**config.mk**
```make
export PLATFORM = sky130hd
export DESIGN_NAME = bin_to_bcd_seq
export DESIGN_NICKNAME = d
export VERILOG_FILES = /design/src/rtl/bcd_pkg.sv /design/src/rtl/bcd_digit_adj.sv /design/src/rtl/bin_to_bcd_seq.sv
export SDC_FILE = /design/constraint.sdc
export NUM_CORES = 1
export LEC_CHECK = 0
export BUFFER_PORTS_ARGS = -buffer_cell sky130_fd_sc_hd__buf_2
export CELL_PAD_IN_SITES_DETAIL_PLACEMENT = 0
export CELL_PAD_IN_SITES_GLOBAL_PLACEMENT = 1
export CORE_ASPECT_RATIO = 0.6
export CORE_MARGIN = 4
export CORE_UTILIZATION = 45
export CTS_BUF_LIST = sky130_fd_sc_hd__clkbuf_4 sky130_fd_sc_hd__clkbuf_8 sky130_fd_sc_hd__clkbuf_16
export DETAILED_ROUTE_END_ITERATION = 7
export MAX_ROUTING_LAYER = met4
export PLACE_DENSITY = 0.83
export SYNTH_ARGS = -nofsm -noshare
export SYNTH_HDL_FRONTEND = slang
export SYNTH_SLANG_ARGS = --single-unit
```
**constraint.sdc**
```tcl
create_clock -name clk -period 2.3 [get_ports clk]
set_input_delay 0.115 -clock clk [delete_from_list [all_inputs] [get_ports clk]]
set_output_delay 0.115 -clock clk [all_outputs]
set_load 0.005 [all_outputs]
```
**src/rtl/bcd_pkg.sv**
```systemverilog
// Shared types and elaboration helpers for the sequential binary-to-BCD converter.
package bcd_pkg;

    typedef enum logic [1:0] {IDLE, SHIFT, DONE} bcd_state_t;

    typedef logic [3:0] bcd_digit_t;

    // 10**n, evaluated at elaboration to size the saturation threshold
    function automatic int unsigned pow10(input int unsigned n);
        int unsigned r;
        r = 1;
        for (int unsigned i = 0; i < n; i++) begin
            r = r * 10;
        end
        return r;
    endfunction

endpackage

```
**src/rtl/bcd_digit_adj.sv**
```systemverilog
// Double-dabble digit correction: add 3 to any BCD digit of 5 or more before the shift.
module bcd_digit_adj (
    input  logic [3:0] i_digit,
    output logic [3:0] o_digit
);

    assign o_digit = (i_digit >= 4'd5) ? i_digit + 4'd3 : i_digit;

endmodule

```
**src/rtl/bin_to_bcd_seq.sv**
```systemverilog
// Serial shift-add-3 binary-to-BCD converter, one input bit per clock, with
// start/busy/done handshake and saturating overflow for 7-segment drivers.
module bin_to_bcd_seq
    import bcd_pkg::*;
#(
    parameter int unsigned WIDTH  = 8,
    parameter int unsigned DIGITS = 3
) (
    input  logic                  clk,
    input  logic                  reset_n,
    input  logic                  start,
    input  logic [WIDTH-1:0]      bin,
    output logic                  busy,
    output logic                  done,
    output logic [4*DIGITS-1:0]   bcd,
    output logic                  overflow
);

    localparam int unsigned SW     = 4 * DIGITS;
    localparam int unsigned CW     = $clog2(WIDTH + 1);
    localparam int unsigned MAXVAL = pow10(DIGITS) - 1;

    bcd_state_t       r_state;
    bcd_state_t       w_next;
    logic [WIDTH-1:0] r_bin;
    logic [SW-1:0]    r_scr;
    logic [CW-1:0]    r_cnt;
    logic             r_ovf_pend;
    logic             r_busy;
    logic             r_done;
    logic [SW-1:0]    r_bcd;
    logic             r_ovf;
    logic [SW-1:0]    w_adj;
    logic             w_accept;
    logic             w_ovf;

    assign w_accept = (r_state == IDLE) && start;
    // 32-bit compare keeps the threshold safe for any WIDTH/DIGITS combination
    assign w_ovf    = 32'(bin) > MAXVAL;

    for (genvar k = 0; k < DIGITS; k++) begin : g_adj
        bcd_digit_adj u_adj (
            .i_digit (r_scr[4*k +: 4]),
            .o_digit (w_adj[4*k +: 4])
        );
    end

    // State register
    always_ff @(posedge clk) begin
        if (!reset_n) begin
            r_state <= IDLE;
        end else begin
            r_state <= w_next;
        end
    end

    // Next-state logic
    always_comb begin
        w_next = r_state;
        case (r_state)
            IDLE:    if (start) w_next = SHIFT;
            SHIFT:   if (r_cnt == CW'(1)) w_next = DONE;
            DONE:    w_next = IDLE;
            default: w_next = IDLE;
        endcase
    end

    // Datapath and registered handshake outputs
    always_ff @(posedge clk) begin
        if (!reset_n) begin
            r_bin      <= '0;
            r_scr      <= '0;
            r_cnt      <= '0;
            r_ovf_pend <= 1'b0;
            r_busy     <= 1'b0;
            r_done     <= 1'b0;
            r_bcd      <= '0;
            r_ovf      <= 1'b0;
        end else begin
            r_done <= 1'b0;
            if (w_accept) begin
                r_bin      <= bin;
                r_scr      <= '0;
                r_cnt      <= CW'(WIDTH);
                r_ovf_pend <= w_ovf;
                r_busy     <= 1'b1;
            end else if (r_state == SHIFT) begin
                r_scr <= {w_adj[SW-2:0], r_bin[WIDTH-1]};
                r_bin <= r_bin << 1;
                r_cnt <= r_cnt - CW'(1);
            end else if (r_state == DONE) begin
                r_bcd  <= r_ovf_pend ? {DIGITS{4'h9}} : r_scr;
                r_ovf  <= r_ovf_pend;
                r_done <= 1'b1;
                r_busy <= 1'b0;
            end
        end
    end

    assign busy     = r_busy;
    assign done     = r_done;
    assign bcd      = r_bcd;
    assign overflow = r_ovf;

endmodule

```
==> results.sh <==
export IMPL_status="complete, no violations"
export IMPL_grt_pass1_vias=1450
export IMPL_finalSetupViolations=0
export IMPL_timing_worst_setup_path_type="reg -> reg"
export IMPL_wl_met2_mm=1.46
export IMPL_cp_cell_sequence="inv_1 -> nand2_1 -> nand2_1 -> a21boi_0"
export IMPL_fillCellCount=365
export IMPL_grt_pass1_wl_mm=6.77
export IMPL_synth_commonest_cells="dfxtp_1, nand2_1, a21oi_1"
export IMPL_worstSetupPathDepth=4
export IMPL_slowest_delay_ps=600
export IMPL_worst_skew_pair_late_latency_ps=290
export IMPL_holdBufCountCts=0
export IMPL_rsz0062_at_grt="no"
export IMPL_setup_tns_ps=0
export IMPL_relSlewSlack_pct=59.4
export IMPL_syn_area_um2=1890
export IMPL_drv_slew=0
export IMPL_p_per_area_nw_per_um2=630
export IMPL_period_needed_ps=1660
export IMPL_synthMuxAreaShare_pct=1.78
export IMPL_clkSinkCount=40
export IMPL_gr_total_overflow=0
export IMPL_synth_fa_ha_area_share_pct=5.28
export IMPL_path_buf_inv=1
export IMPL_clockBufferDepth=2
export IMPL_cap_violations=0
export IMPL_yosysWarnings=0
export IMPL_hold_violations=0
export IMPL_row_count=17
export IMPL_power_leakage_uw=0.000789
export IMPL_wl_met1_mm=2.23
export IMPL_synthSimpleGateAreaFrac_pct=17.0
export IMPL_wl_met3_um=178
export IMPL_first_pass_iters=4
export IMPL_grt_max_degree=30
export IMPL_synth_edf_count=0
export IMPL_dieArea_um2=5350
export IMPL_crit_arrival_ps=1860
export IMPL_tightest_slew_ps=609
export IMPL_wl_mm=3.91
export IMPL_synth_area_leaders="dfxtp_1, nand2_1, a21oi_1"
export IMPL_synth_top_area_cell="dfxtp_1"
export IMPL_hp_class="in -> reg"
export IMPL_fp_dieW_um=91.8
export IMPL_synthFlopType="dfxtp_1"
export IMPL_htreeDepth=2
export IMPL_max_freq_ghz=0.604
export IMPL_ios=26
export IMPL_drive_gt1_share_pct=16.9
export IMPL_ant_nets=0
export IMPL_finalCritPeriodShare_pct=72.0
export IMPL_pre_cts_ws_ps=653
export IMPL_critical_path_most_common_cell="nand2_1"
export IMPL_n_antenna_cell=0
export IMPL_gp_congestion=0.741
export IMPL_cts_tree="done"
export IMPL_start_util_pct=49.2
export IMPL_grt_use_total_pct=16.2
export IMPL_synth_compound_area_share_pct=26.4
export IMPL_drt_iter0_markers=49
export IMPL_crit_path_max_fanout=13
export IMPL_synth_top_cell_area_share_pct=42.3
export IMPL_synth_top_family_by_area="compound AO/OA/AOI/OAI gates"
export IMPL_regArea_um2=801
export IMPL_required_ps=2500
export IMPL_top_layer_used="met4"
export IMPL_start_kind="flop"
export IMPL_synthesis_nets=245
export IMPL_cts_setup_buffers=0
export IMPL_clk_transition_reported_paths_ps=70
export IMPL_syn_inst=226
export IMPL_cts_root_buf="clkbuf_8"
export IMPL_fin_total_pwr_uw=1310
export IMPL_synth_xor_area_share_pct=0.462
export IMPL_cpLargestDelayFamily="flip-flops"
export IMPL_area_delta_synth_final_pct=9.91
export IMPL_yosysUniqueCellTypes=35
export IMPL_synth_most_common_cell="dfxtp_1"
export IMPL_r2r_cells=4
export IMPL_holdPathStages=3
export IMPL_die_h_um=58.3
export IMPL_cpMaxStageDelayCell="dfxtp_1"
export IMPL_peakVddDrop_v=0.000284
export IMPL_synthArstFlopShare_pct=0
export IMPL_multi_input_area_um2=968
export IMPL_yosysSeqAreaShare_pct=42.3
export IMPL_antenna_found_initial=0
export IMPL_portBuffers=24
export IMPL_cts_resized=0
export IMPL_wire_per_inst_um=13.0
export IMPL_nets=264
export IMPL_setup_slack_ps=645
export IMPL_finClkSkew_ps=6.32
export IMPL_syn_avg_cell_area_um2=8.38
export IMPL_cts_buffers=5
export IMPL_place_hpwl_mm=2.71
export IMPL_vias=1548
export IMPL_synth_seq_cells=40
export IMPL_core_um2=3850
export IMPL_drc=0
export IMPL_via_per_inst=5.16
export IMPL_worst_setup_path_end_kind="flop"
-- worst min-delay path: stages --
cell     delay, ps
buf_2           70
o22ai_1         60
a21oi_1        130
-- worst paths after layout --
| check | from | to | slack [ps] |
|---|---|---|---|
| max | r_state[0] | bcd[0] | 640 |
| min | bin[2] | r_bin[2] | 140 |
| max reg2reg | r_state[0] | bcd[0] | 640 |
| min reg2reg | bcd[7] | bcd[7] | 450 |
-- power breakdown --
| group | switching, uW | internal (uW) | leakage [uW] | total (uW) |
|---|---|---|---|---|
| Combinational | 91.7 | 57.5 | 0.000427 | 149 |
| Sequential | 25.5 | 720 | 0.000326 | 746 |
| Clock | 220 | 196 | 0.0000359 | 415 |
-- logic make-up after synthesis --
kind of cell	after synthesis
fa+ha+maj	8
buf+inv	24
mux	3
flops	40
compound gates	76
xor+xnor	1
other cells	1
simple gates	73
-- area by class of cell --
| cell class | instances | area share, % |
|---|---|---|
| tap | 57 | 3.43 |
| timing repair buffer | 26 | 6.49 |
| clock buffer | 5 | 3.31 |
| inverter | 10 | 1.80 |
| multi-input combinational | 162 | 46.5 |
| sequential | 40 | 38.5 |
-- cells in the final DEF, fill, tap and decap left out, types with 6 or more instances in the layout --
cell       n
dfxtp_1   40
nand2_1   39
buf_2     24
a21oi_1   21
nor2_1    16
o21ai_0   15
inv_1     10
a21boi_1  10
ha_1       8
nand3_1    6
-- stage by stage --
step | cell area (um2) | util (%) | hold WS (ps) | instances
after global routing | 2080 | 54.1 | 145 | 300
final | 2080 | 54.1 | 137 | 300
after floorplan | 1890 | - | 278 | 226
after global placement | 2010 | 52.3 | 425 | 295
after detailed placement | 2010 | 52.3 | 426 | 295
after CTS | 2080 | 54.1 | 126 | 300
-- registers in the layout, summed over array words and instances (netlist names) --
register  count
bcd          12
r_scr        12
r_bin         8
r_cnt         4
r_state       2
busy          1
done          1
-- metal layers --
metal,up-vias,GRT usage [%]
met5,-,-
met4,0,5.71
met3,5,4.41
met2,30,21.9
met1,687,23.0
li1,826,-
Note: power is estimated with default switching activity, not from simulation.
